[src/rtl/pipe_ctrl_if.sv]
// Handshake/control bundle between the pipeline datapath (master) and pipe_ctrl (slave).
// Carries hazard inputs from D/E/M and the stage-register enables/clears back.
interface pipe_ctrl_if;
  logic [4:0]  id_rs;
  logic [4:0]  id_rt;
  logic        id_uses_rs;
  logic        id_uses_rt;
  logic [4:0]  ex_wba;
  logic        ex_is_load;
  logic        ex_div_start;
  logic        ibus_busy;
  logic        dbus_busy;
  logic        exc_req;
  logic [31:0] exc_target;

  logic        en_F;
  logic        en_D;
  logic        en_E;
  logic        en_M;
  logic        en_W;
  logic        clear_E;
  logic        clear_M;
  logic        flush;
  logic        redirect_valid;
  logic [31:0] redirect_pc;
  logic        div_busy;

  modport master (
    output id_rs, id_rt, id_uses_rs, id_uses_rt, ex_wba, ex_is_load,
           ex_div_start, ibus_busy, dbus_busy, exc_req, exc_target,
    input  en_F, en_D, en_E, en_M, en_W, clear_E, clear_M, flush,
           redirect_valid, redirect_pc, div_busy
  );

  modport slave (
    input  id_rs, id_rt, id_uses_rs, id_uses_rt, ex_wba, ex_is_load,
           ex_div_start, ibus_busy, dbus_busy, exc_req, exc_target,
    output en_F, en_D, en_E, en_M, en_W, clear_E, clear_M, flush,
           redirect_valid, redirect_pc, div_busy
  );
endinterface

[src/rtl/pipe_ctrl.sv]
// Pipeline controller: load-use bubbles, AXI freeze, divide hold and deferred exception flush.
// Outputs are combinational from state and inputs. STALL_CNT_EN adds stall/flush counters.
module pipe_ctrl #(
  parameter int DIV_CYCLES = 32
) (
  input  logic         clk,
  input  logic         rst,
  pipe_ctrl_if.slave   pif
`ifdef STALL_CNT_EN
  ,
  output logic [31:0]  stall_cnt,
  output logic [15:0]  flush_cnt
`endif
);

  localparam int CW = $clog2(DIV_CYCLES + 1);
  localparam logic [CW-1:0] DIV_LOAD = CW'(DIV_CYCLES - 1);
  localparam logic [CW-1:0] CNT_ONE  = CW'(1);

  typedef enum logic [1:0] {
    S_RUN      = 2'd0,
    S_DIV_WAIT = 2'd1,
    S_DRAIN    = 2'd2,
    S_FLUSH    = 2'd3
  } state_t;

  state_t        state_q, state_d;
  logic [CW-1:0] cnt_q, cnt_d;
  logic [31:0]   target_q, target_d;

  // Enables packed as {F, D, E, M, W}.
  logic [4:0] en;
  logic       clear_e;
  logic       clear_m;
  logic       flush;
  logic       redirect_valid;
  logic       div_busy;
  logic       bus_busy;
  logic       load_use;

  assign bus_busy = pif.ibus_busy | pif.dbus_busy;
  assign load_use = pif.ex_is_load && (pif.ex_wba != 5'd0) &&
                    ((pif.id_uses_rs && (pif.id_rs == pif.ex_wba)) ||
                     (pif.id_uses_rt && (pif.id_rt == pif.ex_wba)));

  always_comb begin
    state_d        = state_q;
    cnt_d          = cnt_q;
    target_d       = target_q;
    en             = 5'b11111;
    clear_e        = 1'b0;
    clear_m        = 1'b0;
    flush          = 1'b0;
    redirect_valid = 1'b0;
    div_busy       = 1'b0;

    case (state_q)
      S_RUN: begin
        if (pif.exc_req) begin
          en       = 5'b00000;
          target_d = pif.exc_target;
          state_d  = bus_busy ? S_DRAIN : S_FLUSH;
        end else if (bus_busy) begin
          en = 5'b00000;
        end else if (pif.ex_div_start) begin
          // The start cycle is the first of the DIV_CYCLES hold cycles.
          en       = 5'b00011;
          clear_m  = 1'b1;
          div_busy = 1'b1;
          cnt_d    = DIV_LOAD;
          state_d  = S_DIV_WAIT;
        end else if (load_use) begin
          en      = 5'b00111;
          clear_e = 1'b1;
        end
      end

      S_DIV_WAIT: begin
        if (pif.exc_req) begin
          // An older instruction in M faulted: the divide result is discarded.
          en       = 5'b00000;
          cnt_d    = '0;
          target_d = pif.exc_target;
          state_d  = bus_busy ? S_DRAIN : S_FLUSH;
        end else begin
          div_busy = 1'b1;
          cnt_d    = cnt_q - CNT_ONE;
          if (cnt_q == CNT_ONE) begin
            state_d = S_RUN;
          end
          if (bus_busy) begin
            en = 5'b00000;
          end else begin
            en      = 5'b00011;
            clear_m = 1'b1;
          end
        end
      end

      S_DRAIN: begin
        // AXI transfers cannot be cancelled; later exceptions lose to the pending one.
        en = 5'b00000;
        if (!bus_busy) begin
          state_d = S_FLUSH;
        end
      end

      S_FLUSH: begin
        flush          = 1'b1;
        redirect_valid = 1'b1;
        state_d        = S_RUN;
      end

      default: begin
        state_d = S_RUN;
      end
    endcase
  end

  always_ff @(posedge clk) begin
    if (rst) begin
      state_q  <= S_RUN;
      cnt_q    <= '0;
      target_q <= '0;
    end else begin
      state_q  <= state_d;
      cnt_q    <= cnt_d;
      target_q <= target_d;
    end
  end

  assign pif.en_F           = en[4];
  assign pif.en_D           = en[3];
  assign pif.en_E           = en[2];
  assign pif.en_M           = en[1];
  assign pif.en_W           = en[0];
  assign pif.clear_E        = clear_e;
  assign pif.clear_M        = clear_m;
  assign pif.flush          = flush;
  assign pif.redirect_valid = redirect_valid;
  assign pif.redirect_pc    = target_q;
  assign pif.div_busy       = div_busy;

`ifdef STALL_CNT_EN
  logic [31:0] stall_cnt_q, stall_cnt_d;
  logic [15:0] flush_cnt_q, flush_cnt_d;

  always_comb begin
    stall_cnt_d = stall_cnt_q;
    flush_cnt_d = flush_cnt_q;
    if (!en[4]) begin
      stall_cnt_d = stall_cnt_q + 32'd1;
    end
    if (flush) begin
      flush_cnt_d = flush_cnt_q + 16'd1;
    end
  end

  always_ff @(posedge clk) begin
    if (rst) begin
      stall_cnt_q <= '0;
      flush_cnt_q <= '0;
    end else begin
      stall_cnt_q <= stall_cnt_d;
      flush_cnt_q <= flush_cnt_d;
    end
  end

  assign stall_cnt = stall_cnt_q;
  assign flush_cnt = flush_cnt_q;
`endif

endmodule
[src/flat_wrapper.sv]
// flat-port wrapper written by rule: the top's interface ports become plain ports
module pipe_ctrl_flat 
#(
  parameter int DIV_CYCLES = 32
)
  (clk, rst, pif_id_rs, pif_id_rt, pif_id_uses_rs, pif_id_uses_rt, pif_ex_wba, pif_ex_is_load, pif_ex_div_start, pif_ibus_busy, pif_dbus_busy, pif_exc_req, pif_exc_target, pif_en_F, pif_en_D, pif_en_E, pif_en_M, pif_en_W, pif_clear_E, pif_clear_M, pif_flush, pif_redirect_valid, pif_redirect_pc, pif_div_busy);
  pipe_ctrl_if pif_i ();
  input  logic clk;
  input  logic rst;
  input wire logic [$bits(pif_i.id_rs)-1:0] pif_id_rs;
  input wire logic [$bits(pif_i.id_rt)-1:0] pif_id_rt;
  input wire logic [$bits(pif_i.id_uses_rs)-1:0] pif_id_uses_rs;
  input wire logic [$bits(pif_i.id_uses_rt)-1:0] pif_id_uses_rt;
  input wire logic [$bits(pif_i.ex_wba)-1:0] pif_ex_wba;
  input wire logic [$bits(pif_i.ex_is_load)-1:0] pif_ex_is_load;
  input wire logic [$bits(pif_i.ex_div_start)-1:0] pif_ex_div_start;
  input wire logic [$bits(pif_i.ibus_busy)-1:0] pif_ibus_busy;
  input wire logic [$bits(pif_i.dbus_busy)-1:0] pif_dbus_busy;
  input wire logic [$bits(pif_i.exc_req)-1:0] pif_exc_req;
  input wire logic [$bits(pif_i.exc_target)-1:0] pif_exc_target;
  output wire logic [$bits(pif_i.en_F)-1:0] pif_en_F;
  output wire logic [$bits(pif_i.en_D)-1:0] pif_en_D;
  output wire logic [$bits(pif_i.en_E)-1:0] pif_en_E;
  output wire logic [$bits(pif_i.en_M)-1:0] pif_en_M;
  output wire logic [$bits(pif_i.en_W)-1:0] pif_en_W;
  output wire logic [$bits(pif_i.clear_E)-1:0] pif_clear_E;
  output wire logic [$bits(pif_i.clear_M)-1:0] pif_clear_M;
  output wire logic [$bits(pif_i.flush)-1:0] pif_flush;
  output wire logic [$bits(pif_i.redirect_valid)-1:0] pif_redirect_valid;
  output wire logic [$bits(pif_i.redirect_pc)-1:0] pif_redirect_pc;
  output wire logic [$bits(pif_i.div_busy)-1:0] pif_div_busy;
  assign pif_i.id_rs = pif_id_rs;
  assign pif_i.id_rt = pif_id_rt;
  assign pif_i.id_uses_rs = pif_id_uses_rs;
  assign pif_i.id_uses_rt = pif_id_uses_rt;
  assign pif_i.ex_wba = pif_ex_wba;
  assign pif_i.ex_is_load = pif_ex_is_load;
  assign pif_i.ex_div_start = pif_ex_div_start;
  assign pif_i.ibus_busy = pif_ibus_busy;
  assign pif_i.dbus_busy = pif_dbus_busy;
  assign pif_i.exc_req = pif_exc_req;
  assign pif_i.exc_target = pif_exc_target;
  assign pif_en_F = pif_i.en_F;
  assign pif_en_D = pif_i.en_D;
  assign pif_en_E = pif_i.en_E;
  assign pif_en_M = pif_i.en_M;
  assign pif_en_W = pif_i.en_W;
  assign pif_clear_E = pif_i.clear_E;
  assign pif_clear_M = pif_i.clear_M;
  assign pif_flush = pif_i.flush;
  assign pif_redirect_valid = pif_i.redirect_valid;
  assign pif_redirect_pc = pif_i.redirect_pc;
  assign pif_div_busy = pif_i.div_busy;
  pipe_ctrl #(.DIV_CYCLES(DIV_CYCLES)) u_core (.clk(clk), .rst(rst), .pif(pif_i));
endmodule
[config.mk]
export PLATFORM = sky130hd
export DESIGN_NAME = pipe_ctrl_flat
export DESIGN_NICKNAME = d
export VERILOG_FILES = /design/src/rtl/pipe_ctrl_if.sv /design/src/rtl/pipe_ctrl.sv /design/src/flat_wrapper.sv
export SDC_FILE = /design/constraint.sdc
export NUM_CORES = 1
export LEC_CHECK = 0
export ABC_AREA = 1
export CAP_MARGIN = 5
export CELL_PAD_IN_SITES_DETAIL_PLACEMENT = 1
export CELL_PAD_IN_SITES_GLOBAL_PLACEMENT = 1
export CORE_MARGIN = 2
export CORE_UTILIZATION = 24
export DETAILED_ROUTE_END_ITERATION = 8
export PLACE_DENSITY_LB_ADDON = 0.1
export SYNTH_ARGS = -nofsm -noshare
export SYNTH_HDL_FRONTEND = slang
export SYNTH_SLANG_ARGS = --single-unit
[constraint.sdc]
create_clock -name clk -period 1.57 [get_ports clk]
set_clock_uncertainty 0.1 [all_clocks]
set_input_delay 0.157 -clock clk [delete_from_list [all_inputs] [get_ports clk]]
set_output_delay 0.157 -clock clk [all_outputs]
set_load 0.01 [all_outputs]
==> out/qor.csv, run 1 <==
stage,metric,value,unit
run_status,run_status,finished with violations,
clock_tree,root_buffer,clkbuf_8,
drt,postRouteAntennaNets,0,
min_path,hp-start,rst,
drt,drtIter0Drc,33,
clock_tree,cts.reportedPaths.clkPinSlew,80,ps
die,dieHeight,95.8,µm
timing,fin_crit_sh,1.08,
critical_path,crit_path_end_kind,output pin,
yosys,ys_types,28,
cells_and_area,num-fill-cells,982,
critical_path,worstReg2RegStart,u_core.state_q[1]$_SDFFE_PP0P_,
cells_and_area,final_cell_mix,"clkdlybuf4s50_1, inv_1, dfxtp_1",
cells_and_area,drive_gt1_frac,0.346,
critical_path,rrSetupSlack,-90,ps
die,io_pins,98,
yosys,ys_seq_elements,40,
die,initial_core_util,0.247,
drt,routed-via-count,2372,
placed_design,hpwl,4.58,mm
critical_path,r2r_cells,9,
critical_path,crit_end,pif_en_D,
critical_path,regToRegEndpoint,u_core.pif.redirect_pc[23]$_SDFFE_PP0P_,
die,fp-row-count,33,
clock_tree,clockBufferDepth,2,
placed_design,gp_congestion,0.728,
drt,drc,0,
power,total_power,5750,µW
yosys,synth.cell_area,0.00202,mm²
timing,rsz0062_at_grt,yes,
critical_path,worstPathArrival,1440,ps
drt,drt_pass1_iterations,4,
yosys,synthesis.area_per_instance,6.79,µm²
run_status,violations,setup timing,
timing,fmax,0.590,GHz
clock_tree,cts_sinks,40,
timing,final_max_slew_viol_count,0,
drt,wl,7.56,mm
power,power_density,1450,mW/mm²
critical_path,crit_path_frequent_cell,inv_2,
die,fp.dieW,95.8,µm
critical_path,crit_fanout,2,
clock_tree,worstSkewPairLatency,290,ps
timing,tightestPinTransition,314,ps
clock_tree,cts_tree,done,
cells_and_area,multi_input_area,0.00123,mm²
timing,period_needed,1690,ps
critical_path,setup.worst_path.start,u_core.state_q[0]$_SDFFE_PP0P_,
min_path,hold_class,input pin to register,
cells_and_area,seq_area,803,µm²
clock_tree,htreeDepth,2,
yosys,synth_seq_area_share,0.396,
drt,vias_per_cell,4.48,
timing,holdWs,345,ps
run,cap_violations,0,
yosys,syn_inst,298,
critical_path,crit_type,register to output pin,
clock_tree,cts_buffers,5,
power,p_leak,0.00172,µW
timing,setup_violations,41,
timing,slew-limit-headroom,0.789,
grt,grt_max_degree,22,
cells_and_area,final_common_cell,clkdlybuf4s50_1,
critical_path,cp_slowest_cell,dfxtp_2,
timing,finalHoldViolCount,0,
critical_path,cpPeakStageDelay,340,ps
grt,grt_pass1_vias,2281,
placed_design,port_buffers,97,
grt,grt_pass1_wl,11.0,mm
cells_and_area,nets,486,
power,peakVddDrop,687,µV
yosys,synthesis.nets,360,
grt,grt_use_total,0.155,
placed_design,dpl_cell_area,0.00322,mm²
critical_path,path_cells,inv_2 -> ha_4 -> or2_4 -> nand2_4 -> nand2_2 -> inv_2 -> buf_2,
drt,wl_per_cell,14.3,µm
grt,grt_overflow,0,
cells_and_area,stdcell_area,0.00396,mm²
yosys,ys_warn_count,0,
cells_and_area,syn_to_final_growth,95.9,%
critical_path,crit_required,1310,ps
critical_path,worst_setup_path_start_kind,register,
grt,antenna_found_initial,0,
die,dieArea,0.00918,mm²
cells_and_area,antennaDiodeCount,0,
timing,worst_slack,-124,ps
die,core_area,0.00818,mm²
[timing repair]
item	4_1_cts	5_1_grt
pin swaps	7	52
resized for setup	101	90
endpoints found under the setup margin	50	48
gates cloned	8	1
setup buffers	12	4
hold buffers	0	0
[worst min path at each step]
| stage | end | slack, ps | cells after the start |
|---|---|---|---|
| after floorplan | u_core.state_q[1]$_SDFFE_PP0P_ | 120 | 1 |
| after detailed placement | u_core.pif.redirect_pc[24]$_SDFFE_PP0P_ | 340 | 2 |
| after global placement | u_core.pif.redirect_pc[2]$_SDFFE_PP0P_ | 330 | 2 |
| after global routing | u_core.state_q[1]$_SDFFE_PP0P_ | 320 | 2 |
| final | u_core.state_q[1]$_SDFFE_PP0P_ | 350 | 2 |
| after CTS | u_core.state_q[1]$_SDFFE_PP0P_ | 330 | 2 |
[flip-flops by register name, indices dropped and copies added (netlist names)]
| name | count |
|---|---|
| u_core.cnt_q | 6 |
| u_core.pif.redirect_pc | 32 |
| u_core.state_q | 2 |
[per-stage QoR]
stage	TNS, ps	cells	worst slack (ps)	utilization
floorplan	0	298	41.8	-
global placement	-5160	502	-556	0.394
detailed placement	-6030	502	-539	0.394
CTS	-3020	530	-153	0.457
global route	-6150	530	-201	0.485
finish	-2430	530	-124	0.485
[power by group]
group | leakage (µW) | total, µW | internal, µW | switching [µW]
Combinational | 0.00134 | 3520 | 1840 | 1680
Sequential | 0.000332 | 1490 | 1320 | 170
Clock | 0.0000445 | 733 | 358 | 375
[critical path: cells and delay by family (launching register included)]
kind	cells	cell delay (ps)
buffers and inverters	3	200
flip-flops	1	340
adder cells (fa/ha/maj)	1	220
AND/OR/NAND/NOR	3	390
[synthesized netlist by cell type, drive strengths merged]
| library cell | instances | area (µm²) |
|---|---|---|
| ha | 6 | 75.1 |
| o21a | 1 | 7.51 |
| a31oi | 1 | 6.26 |
| nand2 | 45 | 174 |
| or2 | 1 | 6.26 |
| o21ai | 48 | 255 |
| dfxtp | 40 | 801 |
| o21bai | 1 | 7.51 |
| nand3 | 11 | 55.1 |
| buf | 8 | 52.5 |
| nor3 | 2 | 10.0 |
| a21oi | 43 | 215 |
| clkbuf | 6 | 23.8 |
| nor2 | 18 | 77.6 |
| inv | 66 | 250 |
| nand4 | 1 | 6.26 |
[metal layers]
| layer | routed length (µm) | global-route usage | vias up |
|---|---|---|---|
| met5 | 0 | 0 | - |
| met4 | 129 | 0.0333 | 0 |
| met3 | 497 | 0.0376 | 12 |
| met2 | 3670 | 0.262 | 74 |
| met1 | 3260 | 0.199 | 1096 |
| li1 | - | - | 1190 |
[layout make-up]
class / count / area share
flip-flops and latches: 40 / 0.203
repair buffers: 133 / 0.366
multi-input cells: 178 / 0.311
clock buffers: 7 / 0.0218
inverters: 66 / 0.0638
clock inverters: 1 / 0.00189
well taps: 105 / 0.0331
[cell families after synthesis]
group,synth area share
AO/OA/AOI/OAI,0.243
adder cells (fa/ha/maj),0.0371
buffers and inverters,0.161
flip-flops,0.396
AND/OR/NAND/NOR,0.163
No activity file was read; power rests on OpenSTA's default activity.
==> run 2: changes to the inputs <==
Settings changed: REMOVE_ABC_BUFFERS set to 1, SKIP_LAST_GASP set to 1, SLEW_MARGIN set to 20.
==> run 2 against run 1 <==
Against the previous run: the flow still finishes with violations (setup timing); sequential share of layout area is 0.32 points higher; sequential power hardly changed; clock power grew 12%; first-iteration DRC count down 30%.
==> out/qor.csv, run 2 (same netlist as run 1, synthesis figures left out) <==
stage,metric,value,unit,change
cells_and_area,antennaDiodeCount,0,,unchanged
timing,setup_violations,37,,was 41
cells_and_area,largest_reg_flops,32,,unchanged
cells_and_area,syn_to_final_growth,92.9,%,was 95.9%
clock_tree,cts_sinks,40,,unchanged
grt,grt_pass1_wl,11.2,mm,was 11.0 mm
timing,rsz0062_at_grt,yes,,unchanged
cells_and_area,nets,487,,was 486
grt,grt_pass1_vias,2289,,"was 2,281"
placed_design,port_buffers,97,,unchanged
drt,wl_per_cell,13.3,µm,was 14.3 µm
critical_path,crit_required,1310,ps,about the same
critical_path,crit_fanout,2,,unchanged
placed_design,hpwl,4.52,mm,was 4.58 mm
timing,fin_crit_sh,1.07,,was 1.08
critical_path,worst_setup_path_start_kind,register,,unchanged
clock_tree,cts_tree,done,,unchanged
drt,drt_pass1_iterations,4,,unchanged
timing,worst_slack,-109,ps,was -124 ps
clock_tree,worstSkewPairLatency,280,ps,was 290 ps
die,fp-row-count,33,,unchanged
grt,antenna_found_initial,0,,unchanged
clock_tree,clockBufferDepth,2,,unchanged
drt,postRouteAntennaNets,0,,unchanged
clock_tree,htreeDepth,2,,unchanged
power,peakVddDrop,758,µV,was 687 µV
clock_tree,root_buffer,clkbuf_8,,unchanged
drt,vias_per_cell,4.42,,was 4.48
die,core_area,0.00818,mm²,unchanged
cells_and_area,num-fill-cells,988,,was 982
die,fp.dieW,95.8,µm,unchanged
grt,grt_use_total,0.156,,was 0.155
power,total_power,5730,µW,was 5750 µW
run_status,run_status,finished with violations,,unchanged
timing,fmax,0.596,GHz,was 0.590 GHz
timing,final_max_slew_viol_count,0,,unchanged
power,p_leak,0.00166,µW,was 0.00172 µW
grt,grt_overflow,0,,unchanged
cells_and_area,drive_gt1_frac,0.319,,was 0.346
cells_and_area,final_common_cell,clkdlybuf4s50_1,,unchanged
timing,period_needed,1680,ps,was 1690 ps
placed_design,gp_congestion,0.682,,was 0.728
die,initial_core_util,0.247,,unchanged
critical_path,crit_type,register to output pin,,unchanged
cells_and_area,final_cell_mix,"clkdlybuf4s50_1, inv_1, dfxtp_1",,unchanged
die,io_pins,98,,unchanged
drt,drtIter0Drc,23,,was 33
grt,grt_max_degree,40,,was 22
timing,finalHoldViolCount,0,,unchanged
run_status,violations,setup timing,,unchanged
drt,drc,0,,unchanged
die,dieArea,0.00918,mm²,unchanged
clock_tree,cts_buffers,5,,unchanged
critical_path,crit_path_end_kind,output pin,,unchanged
drt,wl,7.06,mm,was 7.56 mm
drt,routed-via-count,2348,,"was 2,372"
critical_path,worstPathArrival,1420,ps,was 1440 ps
timing,slew-limit-headroom,0.804,,was 0.789
die,dieHeight,95.8,µm,unchanged
placed_design,place_ws,-526,ps,was -539 ps
run,cap_violations,0,,unchanged
timing,tightestPinTransition,292,ps,was 314 ps
clock_tree,cts.reportedPaths.clkPinSlew,70,ps,was 80 ps
power,power_density,1470,mW/mm²,was 1450 mW/mm²
min_path,hold_class,register to register,,was input pin to register
[run 2: layout make-up]
type | instances | area (µm²) | area share
Timing Repair Buffer | 134 | 1390 | 0.357
Multi-Input combinational cell | 178 | 1210 | 0.310
Clock buffer | 6 | 72.6 | 0.0186
Inverter | 66 | 255 | 0.0654
Tap cell | 105 | 131 | 0.0337
Sequential cell | 40 | 803 | 0.206
Clock inverter | 2 | 35.0 | 0.00898
[run 2: repair_timing]
item                       CTS  global route
hold buffers                 0             0
pin swaps                   24            36
gates cloned                 8             0
setup endpoints to repair   50            50
resized for setup          135            64
buffers inserted            19             2
[run 2: power breakdown]
| group | internal, µW | switching [µW] | total (µW) |
|---|---|---|---|
| combinational | 1810 | 1610 | 3420 |
| sequential | 1320 | 168 | 1490 |
| clock | 472 | 350 | 822 |
| total | 3610 | 2120 | 5730 |
[run 2: per-layer routing]
layer,part of all wire,up-vias,routed length [µm],GRT usage
met3,0.047,6,334,0.0251
met1,0.44,1089,3100,0.196
met2,0.50,62,3550,0.279
met4,0.0099,0,70,0.0357
li1,-,1191,-,-
met5,0,-,0,0
[run 2: final timing paths]
kind | startpoint | end | slack [ps] | cells past startpoint
min reg2reg | u_core.pif.redirect_pc[20]$_SDFFE_PP0P_ | u_core.pif.redirect_pc[20]$_SDFFE_PP0P_ | 350 | 2
max reg2reg | u_core.state_q[1]$_SDFFE_PP0P_ | u_core.pif.redirect_pc[5]$_SDFFE_PP0P_ | -110 | 10
max | u_core.state_q[1]$_SDFFE_PP0P_ | pif_en_F | -110 | 7
min | u_core.pif.redirect_pc[20]$_SDFFE_PP0P_ | u_core.pif.redirect_pc[20]$_SDFFE_PP0P_ | 350 | 2
[run 2: critical path: stages, from the launching register on]
cell	delay [ps]
dfxtp_2	340
inv_2	50
ha_4	220
or2_4	240
nand2_4	70
nand2_2	50
inv_2	60
buf_6	100
[run 2: through the flow]
stage / setup TNS (ps) / cell area (µm²) / hold slack, ps / util / instances
floorplan: -11700 / 1950 / 126 / - / 284
global placement: -4750 / 3210 / 329 / 0.392 / 502
detailed placement: -5960 / 3210 / 339 / 0.392 / 502
CTS: -3280 / 3850 / 349 / 0.471 / 536
global route: -5250 / 3900 / 365 / 0.477 / 531
finish: -1870 / 3900 / 346 / 0.477 / 531
